File: src/rtl/addsub_pkg.sv
// Shared types and constants for the serial add/subtract sequencer.
package addsub_pkg;

  localparam int NIBBLE_W = 4;

  localparam logic OP_ADD = 1'b0;
  localparam logic OP_SUB = 1'b1;

  typedef enum logic [1:0] {
    IDLE = 2'd0,
    RUN  = 2'd1,
    DONE = 2'd2
  } ctrl_state_t;

endpackage

File: src/rtl/serial_addsub_ctrl_if.sv
// Request/result handshake bundle for serial_addsub_ctrl.
// out_ovf exists only when ADDSUB_OVF_EN is defined.
interface serial_addsub_ctrl_if
  import addsub_pkg::*;
#(
  parameter int NIBBLES = 4
);
  localparam int W = NIBBLE_W * NIBBLES;

  logic         in_valid;
  logic         in_ready;
  logic         in_op;
  logic [W-1:0] in_a;
  logic [W-1:0] in_b;
  logic         out_valid;
  logic         out_ready;
  logic [W-1:0] out_result;
  logic         out_carry;
`ifdef ADDSUB_OVF_EN
  logic         out_ovf;
`endif

  modport master (
    output in_valid, in_op, in_a, in_b, out_ready,
`ifdef ADDSUB_OVF_EN
    input  out_ovf,
`endif
    input  in_ready, out_valid, out_result, out_carry
  );

  modport slave (
    input  in_valid, in_op, in_a, in_b, out_ready,
`ifdef ADDSUB_OVF_EN
    output out_ovf,
`endif
    output in_ready, out_valid, out_result, out_carry
  );

endinterface

File: src/rtl/nibble_addsub.sv
// Combinational 4-bit adder/subtractor slice; also exposes the carry into
// bit 3 so the controller can derive signed overflow.
module nibble_addsub
  import addsub_pkg::*;
(
  input  logic [NIBBLE_W-1:0] a_i,
  input  logic [NIBBLE_W-1:0] b_i,
  input  logic                invert_b_i,
  input  logic                carry_i,
  output logic [NIBBLE_W-1:0] sum_o,
  output logic                carry_o,
  output logic                msb_carry_o
);

  logic [NIBBLE_W-1:0] b_eff;
  logic [NIBBLE_W-1:0] low_sum;
  logic [1:0]          msb_sum;

  assign b_eff   = invert_b_i ? ~b_i : b_i;
  assign low_sum = {1'b0, a_i[NIBBLE_W-2:0]} + {1'b0, b_eff[NIBBLE_W-2:0]}
                   + {{(NIBBLE_W-1){1'b0}}, carry_i};
  assign msb_sum = {1'b0, a_i[NIBBLE_W-1]} + {1'b0, b_eff[NIBBLE_W-1]}
                   + {1'b0, low_sum[NIBBLE_W-1]};

  assign sum_o       = {msb_sum[0], low_sum[NIBBLE_W-2:0]};
  assign carry_o     = msb_sum[1];
  assign msb_carry_o = low_sum[NIBBLE_W-1];

endmodule

File: src/rtl/serial_addsub_ctrl.sv
// Multi-precision add/subtract sequencer: one nibble per cycle, LSB first.
// Define ADDSUB_OVF_EN to add the registered signed-overflow output out_ovf.
module serial_addsub_ctrl
  import addsub_pkg::*;
#(
  parameter int NIBBLES = 4
)(
  input  logic                  clk,
  input  logic                  rst_n,
  serial_addsub_ctrl_if.slave   bus
);

  localparam int W     = NIBBLE_W * NIBBLES;
  localparam int IDX_W = $clog2(NIBBLES);
  localparam logic [IDX_W-1:0] IDX_LAST = IDX_W'(NIBBLES - 1);

  ctrl_state_t      state_q, state_d;
  logic [IDX_W-1:0] idx_q, idx_d;
  logic             carry_q, carry_d;
  logic             op_q, op_d;
  logic [W-1:0]     a_q, a_d;
  logic [W-1:0]     b_q, b_d;
  logic [W-1:0]     result_q, result_d;

  logic [NIBBLE_W-1:0] nib_a, nib_b, nib_sum;
  logic                nib_cout, nib_msb_c;

  assign nib_a = a_q[idx_q*NIBBLE_W +: NIBBLE_W];
  assign nib_b = b_q[idx_q*NIBBLE_W +: NIBBLE_W];

  nibble_addsub u_nibble (
    .a_i         (nib_a),
    .b_i         (nib_b),
    .invert_b_i  (op_q),
    .carry_i     (carry_q),
    .sum_o       (nib_sum),
    .carry_o     (nib_cout),
    .msb_carry_o (nib_msb_c)
  );

  always_comb begin
    state_d  = state_q;
    idx_d    = idx_q;
    carry_d  = carry_q;
    op_d     = op_q;
    a_d      = a_q;
    b_d      = b_q;
    result_d = result_q;
    case (state_q)
      IDLE: begin
        if (bus.in_valid) begin
          a_d     = bus.in_a;
          b_d     = bus.in_b;
          op_d    = bus.in_op;
          idx_d   = '0;
          // Subtract's +1 enters here, as the initial carry only
          carry_d = bus.in_op;
          state_d = RUN;
        end
      end
      RUN: begin
        result_d[idx_q*NIBBLE_W +: NIBBLE_W] = nib_sum;
        carry_d = nib_cout;
        if (idx_q == IDX_LAST) state_d = DONE;
        else                   idx_d   = idx_q + 1'b1;
      end
      DONE: begin
        if (bus.out_ready) state_d = IDLE;
      end
      default: state_d = IDLE;
    endcase
  end

  always_ff @(posedge clk or negedge rst_n) begin
    if (!rst_n) begin
      state_q  <= IDLE;
      idx_q    <= '0;
      carry_q  <= 1'b0;
      op_q     <= OP_ADD;
      a_q      <= '0;
      b_q      <= '0;
      result_q <= '0;
    end else begin
      state_q  <= state_d;
      idx_q    <= idx_d;
      carry_q  <= carry_d;
      op_q     <= op_d;
      a_q      <= a_d;
      b_q      <= b_d;
      result_q <= result_d;
    end
  end

  assign bus.in_ready   = (state_q == IDLE);
  assign bus.out_valid  = (state_q == DONE);
  assign bus.out_result = result_q;
  assign bus.out_carry  = carry_q;

`ifdef ADDSUB_OVF_EN
  logic ovf_q, ovf_d;

  always_comb begin
    ovf_d = ovf_q;
    if (state_q == RUN && idx_q == IDX_LAST) ovf_d = nib_msb_c ^ nib_cout;
  end

  always_ff @(posedge clk or negedge rst_n) begin
    if (!rst_n) ovf_q <= 1'b0;
    else        ovf_q <= ovf_d;
  end

  assign bus.out_ovf = ovf_q;
`else
  logic unused_msb_c;
  assign unused_msb_c = nib_msb_c;
`endif

endmodule

File: src/flat_wrapper.sv
// flat-port wrapper written by rule: the top's interface ports become plain ports
module serial_addsub_ctrl_flat import addsub_pkg::*;
#(
  parameter int NIBBLES = 4
)
  (clk, rst_n, bus_in_valid, bus_in_op, bus_in_a, bus_in_b, bus_out_ready, bus_in_ready, bus_out_valid, bus_out_result, bus_out_carry);
  serial_addsub_ctrl_if #(.NIBBLES(NIBBLES)) bus_i ();
  input  logic clk;
  input  logic rst_n;
  input wire logic [$bits(bus_i.in_valid)-1:0] bus_in_valid;
  input wire logic [$bits(bus_i.in_op)-1:0] bus_in_op;
  input wire logic [$bits(bus_i.in_a)-1:0] bus_in_a;
  input wire logic [$bits(bus_i.in_b)-1:0] bus_in_b;
  input wire logic [$bits(bus_i.out_ready)-1:0] bus_out_ready;
  output wire logic [$bits(bus_i.in_ready)-1:0] bus_in_ready;
  output wire logic [$bits(bus_i.out_valid)-1:0] bus_out_valid;
  output wire logic [$bits(bus_i.out_result)-1:0] bus_out_result;
  output wire logic [$bits(bus_i.out_carry)-1:0] bus_out_carry;
  assign bus_i.in_valid = bus_in_valid;
  assign bus_i.in_op = bus_in_op;
  assign bus_i.in_a = bus_in_a;
  assign bus_i.in_b = bus_in_b;
  assign bus_i.out_ready = bus_out_ready;
  assign bus_in_ready = bus_i.in_ready;
  assign bus_out_valid = bus_i.out_valid;
  assign bus_out_result = bus_i.out_result;
  assign bus_out_carry = bus_i.out_carry;
  serial_addsub_ctrl #(.NIBBLES(NIBBLES)) u_core (.clk(clk), .rst_n(rst_n), .bus(bus_i));
endmodule
File: config.mk
export PLATFORM = sky130hd
export DESIGN_NAME = serial_addsub_ctrl_flat
export DESIGN_NICKNAME = d
export VERILOG_FILES = /design/src/rtl/addsub_pkg.sv /design/src/rtl/serial_addsub_ctrl_if.sv /design/src/rtl/nibble_addsub.sv /design/src/rtl/serial_addsub_ctrl.sv /design/src/flat_wrapper.sv
export SDC_FILE = /design/constraint.sdc
export NUM_CORES = 1
export LEC_CHECK = 0
export ABC_AREA = 1
export CORE_ASPECT_RATIO = 0.5
export CORE_UTILIZATION = 55
export CTS_CLUSTER_SIZE = 30
export DETAILED_ROUTE_END_ITERATION = 10
export GPL_TIMING_DRIVEN = 0
export PLACE_DENSITY = 0.85
export SLEW_MARGIN = 20
export SYNTH_ARGS = -nofsm -noshare
export SYNTH_HDL_FRONTEND = slang
export SYNTH_SLANG_ARGS = --single-unit
export TNS_END_PERCENT = 20
File: constraint.sdc
create_clock -name clk -period 6.8 [get_ports clk]
set_input_delay 1.02 -clock clk [delete_from_list [all_inputs] [get_ports clk]]
set_output_delay 1.02 -clock clk [all_outputs]
set_load 0.03 [all_outputs]
# [Word-level counts from Yosys, hierarchy flattened]
# Index checks and enable logic that the tools add are counted.
# Widths: inputs -> output; s select.
[totals] ff_bits=54 elab_cells=42
[op_classes] reduce_logical=6 n_addsub=6 mux=11 n_bitwise=1 eq_ne=7 n_shift=4
[ops] op="$neg 4->34" n=1
[ops] op="$shift 4x34->16 const A" n=1
[ops] op="$shiftx 4x34->16" n=1
[ops] op="$shiftx 16x5->4" n=2
[ops] op="$bwmux 16" n=1
[ops] op="$mux 2" n=5
[ops] op="$ne 2x2->1 const B" n=3
[ops] op="$pmux 2 s3" n=1
[ops] op="$reduce_and 3->1" n=2
[ops] op="$add 3x3->4" n=1
[ops] op="$add 4x1->4" n=1
[ops] op="$eq 2x2->1 const B" n=2
[ops] op="$mux 4" n=1
[ops] op="$not 4->4" n=1
[ops] op="$pmux 2 s2" n=1
[ops] op="$reduce_and 2->1" n=2
[ops] op="$add 1x1->2" n=1
[ops] op="$add 2x1->2" n=1
[ops] op="$add 2x1->2 const B" n=1
[ops] op="$eq 2x1->1 const B" n=1
[ops] op="$logic_not 2->1" n=1
[ops] op="$ne 2x1->1 const B" n=1
[ops] op="$pmux 1 s2" n=1
[ops] op="$reduce_bool 2->1" n=1
[ops] op="$mux 1" n=1

# [Logic depth before layout (Yosys ltp)]
[logic_depth] ltp_word=8 depth_mapped=16 mapped_depth_nobuf=14

# [Cells and area by module]
# Synthesis repeated with hierarchy kept, for this count alone.
[unflattened] hier_cells=353 hier_area_um2=2777.7
[modules_own_cells] module="serial_addsub_ctrl" area_per_inst_um2=2631.3 seq_area_each_um2=1351.3 instances=1 cells_per_inst=339
[modules_own_cells] module="nibble_addsub" area_per_inst_um2=146.4 seq_area_each_um2=0.0 instances=1 cells_per_inst=14

# [Worst setup path after synthesis]
# No wires, ideal clock.
[synth_timing] path_kind="flip-flop to flip-flop" from="reg u_core.idx_q[0]" to="reg u_core.result_q[15], in the netlist u_core.bus.out_result[15]" stages_incl_launch_ff=16 t_arrival_ns=2.484 path_buffers=2 setup_slack_ns=4.233 t_required_ns=6.717 path_cell_list="dfrtp_1 buf_2 inv_2 buf_6 nand2_1 nand3_1 nand2_1 nand2_1 nand2_1 fa_1 nor2_1 a211oi_1 fa_1 nor2_1 nand2_1 o21ai_0"
[synth_between] elab_chain_cells=8 word_cells_on_any_way=12 cone_classes="5 x add/sub; 4 x shift; 2 x mux; 1 x bitwise"
[synth_lines] item="start, declared" line="serial_addsub_ctrl.sv:18" text="logic [IDX_W-1:0] idx_q, idx_d;"
[synth_lines] item="start signal, assigned" line="serial_addsub_ctrl.sv:85" text="idx_q <= idx_d;"
[synth_lines] item="$shiftx 16x5->4" line="serial_addsub_ctrl.sv:29" text="assign nib_b = b_q[idx_q*NIBBLE_W +: NIBBLE_W];"
[synth_lines] item="$not 4->4" line="nibble_addsub.sv:19" text="assign b_eff = invert_b_i ? ~b_i : b_i;"
[synth_lines] item="$mux 4" line="nibble_addsub.sv:19"
[synth_lines] item="$add 3x3->4" line="nibble_addsub.sv:20" text="assign low_sum = {1'b0, a_i[NIBBLE_W-2:0]} + {1'b0, b_eff[NIBBLE_W-2:0]}"
[synth_lines] item="$add 4x1->4" line="nibble_addsub.sv:21" text="+ {{(NIBBLE_W-1){1'b0}}, carry_i};"
[synth_lines] item="$add 2x1->2" line="nibble_addsub.sv:23" text="+ {1'b0, low_sum[NIBBLE_W-1]};"
[synth_lines] item="$shiftx 4x34->16" line="serial_addsub_ctrl.sv:62" text="result_d[idx_q*NIBBLE_W +: NIBBLE_W] = nib_sum;"
[synth_lines] item="$bwmux 16 *" line="serial_addsub_ctrl.sv:62"
[synth_lines] item="end signal, assigned" line="serial_addsub_ctrl.sv:90" text="result_q <= result_d;"
[synth_lines] item="end, declared" line="serial_addsub_ctrl.sv:23" text="logic [W-1:0] result_q, result_d;"
# Every way passes the cells marked *; elsewhere a longest branch is shown, timed or not.
# A chain may end at the register's enable or synchronous reset.

# [Final worst setup path]
[layout_timing] from="reg u_core.idx_q[0]" to="reg u_core.result_q[7], in the netlist u_core.bus.out_result[7]"
# The elaborated chain is that of the path after synthesis.

==> key figures <==
Cells and area
  – Layout cell share with drive strength beyond 1: 6.57%
  – Nets: 459
  – Post-Route Utilization: 74.9%
  – Layout area overhead: 26.0%
  – Commonest cells after routing, fill and taps aside: nand2_1, clkdlybuf4s50_1, dfrtp_1
  – Commonest non-fill, non-tap cell in the layout: nand2_1
  – Number of diodes: 0

Pwr
  – Leakage: 1.78 nW
  – VDD IR-drop max: 0.210 mV
  – Combinational Power Share: 57.9%
  – Sw Share: 47.3%
  – Internal power: 0.896 mW
  – Power share of the clock group: 10.1%
  – Switching pwr: 0.804 mW
  – Flop pwr share: 32.0%
  – Pwr Density: 496 mW/mm2
  – Overall power: 1.70 mW

Worst setup path
  – Critical Path End Type: register
  – CP max stage delay: 520 ps
  – Crit start category: register
  – Worst setup path class: register to register
  – Worst Path Required: 7020 ps
  – Crit Path Max Fanout: 12
  – Cells along the critical path: buf_2 -> inv_2 -> buf_6 -> nand2_1 -> nand3_1 -> nand2_1 -> nand2_1 -> nand2_1 -> fa_1 -> nor2_1 -> a211oi_1 -> fa_1 -> nor2_1 -> nand2_1 -> o21ai_0
  – Arrival time worst endpoint: 3290 ps
  – CP max stage cell: fa_1
  – Worst path most repeated cell: nand2_1

CTS
  – H-tree levels: 2
  – CTS clk-pin slew, worst paths: 90 ps
  – Post-CTS Resized: 0
  – Clock Tree Buf Depth: 2
  – CTS sink cnt: 54
  – Post-CTS setup buffers: 0
  – CTS buffer count: 5
  – CTS Hold Buffers Added: 0
  – Skew-Pair Late Insertion Delay: 310 ps
  – CTS tree: built
  – CTS root buf: clkbuf_8

Route
  – DR iter-0 viols: 92
  – Residual DRC: 0
  – Vias per cell: 5.04
  – Total Wirelength: 6010 um
  – Initial DRT Pass Iterations: 4
  – Wire per inst: 12.6 um
  – Total number of vias: 2404
  – Post-DRT Antenna Nets: 0

Logic synthesis
  – Ys flop type: dfrtp_1
  – Yosys reg bits: 54
  – Post-Syn Instances: 349
  – Synth cell types: 18
  – Number of enable flip-flop cells after synthesis: 0
  – Synthesized area per cell: 7.79 um2
  – Yosys warning count: 0
  – Ys async rst share: 100%
  – Synthesized area: 0.00272 mm2
  – Syn nets: 397
  – Post-synthesis sequential area ratio: 49.7%

STA
  – Slew margin rel.: 55.5%
  – Fmax achieved: 326 MHz
  – Pins over their slew limit: 0
  – Tcrit/Tclk final: 45.1%
  – Final setup vio count: 0
  – Unrepaired setup endpoints after global routing: false
  – Worst-margin pin slew: 668 ps
  – Setup ws final: 3730 ps
  – Final Hold Vio Count: 0
  – Setup Skew: 10.2 ps
  – Post-route setup TNS: 0 ps
  – Tmin final: 3070 ps

Job
  – Max Cap Viol: 0

Place
  – Post-DP HPWL: 4560 um
  – GPL Wtd Cong: 0.867
  – I/O Buffers: 55
  – Place WS: 3770 ps

GRT
  – Initial antenna violation count: 0
  – Vias in the first global route: 2375
  – First-pass GRT wire length: 10500 um
  – Pin count of the biggest net entering global routing: 55
  – Gr ovfl total: 0
  – Gr usage total: 26.8%

Status
  – Status: finished, final reports clean

Floorplan
  – I/O pins: 56
  – Chip width: 101 um
  – Die Y: 51.7 um
  – Area of the die: 0.00524 mm2
  – Core ar.: 0.00457 mm2
  – Num rows: 17
  – Starting Density: 59.4%

Hold path
  – HP Class: register to register
## cell families (layout without fill, tap and decap cells)
group	Yosys count	in the layout	synth area share, %
flip-flops	54	54	49.7
AO/OA/AOI/OAI	14	14	2.76
buffers and inverters	31	93	6.26
adder cells (fa/ha/maj)	11	11	5.89
AND/OR/NAND/NOR	239	239	35.4
## power groups by stage
stage,combinational [mW],sequential [mW],clock [mW]
2_1_floorplan,0.628,0.590,0
3_3_place_gp,0.938,0.542,0
3_5_place_dp,0.976,0.549,0
4_1_cts,0.981,0.544,0.172
5_1_grt,1.11,0.559,0.184
6_report,0.985,0.544,0.172
## final timing paths
kind / to / slack, ps / cells after the start / from
worst max-delay path: u_core.bus.out_result[7]$_DFFE_PN0P_ / 3730 / 15 / u_core.idx_q[0]$_DFFE_PN0P_
worst min-delay path: u_core.a_q[1]$_DFFE_PN0P_ / 490 / 2 / u_core.a_q[1]$_DFFE_PN0P_
worst max register to register: u_core.bus.out_result[7]$_DFFE_PN0P_ / 3730 / 15 / u_core.idx_q[0]$_DFFE_PN0P_
worst min register to register: u_core.a_q[1]$_DFFE_PN0P_ / 490 / 2 / u_core.a_q[1]$_DFFE_PN0P_
max in group asynchronous: u_core.a_q[7]$_DFFE_PN0P_ / 5610 / 1 / rst_n
min in group asynchronous: u_core.b_q[12]$_DFFE_PN0P_ / 730 / 1 / rst_n
## layer usage
layer / vias to the layer above / wire (um) / GRT usage [%]
li1: 1195 / - / -
met2: 66 / 2840 / 46.1
met1: 1135 / 2870 / 34.2
met3: 8 / 230 / 5.38
met4: 0 / 70 / 9.66
met5: - / 0 / 0
## critical path: cells and delay by family (launching register included)
family	cells	cell delay, ps
adders and majority gates	2	970
and+or+nand+nor	8	790
buffers and inverters	3	530
DFF	1	430
AOI/OAI and AO/OA	2	270
## synth_stat cells (3+ instances only)
library cell / number / area, um2
inv_2: 3 / 11.3
o21ai_0: 11 / 55.1
buf_2: 4 / 20.0
nand2_1: 194 / 728
buf_6: 5 / 56.3
fa_1: 3 / 60.1
ha_1: 8 / 100
dfrtp_1: 54 / 1350
nand3_1: 27 / 135
inv_1: 16 / 60.1
buf_4: 3 / 22.5
nor2_1: 12 / 45.0
## metrics by stage
stage,area (um2),hold slack [ps],std cells
2_1_floorplan,2720,444,349
3_3_place_gp,3350,460,470
3_5_place_dp,3350,466,470
4_1_cts,3420,488,477
5_1_grt,3420,502,477
6_report,3420,488,477
## cell type report
type,count,area (um2)
timing repair buffer,55,548
inverter,19,71.3
sequential,54,1350
clock buffer,7,76.3
tap,66,82.6
fill,362,1150
buffer,12,98.8
multi-input combinational,264,1200
## flip-flops by register name (all words and copies together) (netlist names)
register / cells
u_core.op_q: 1
u_core.a_q: 16
u_core.state_q: 2
u_core.idx_q: 2
u_core.b_q: 16
u_core.bus.out_result: 16
u_core.bus.out_carry: 1
Note: power is estimated with default switching activity, not from simulation.
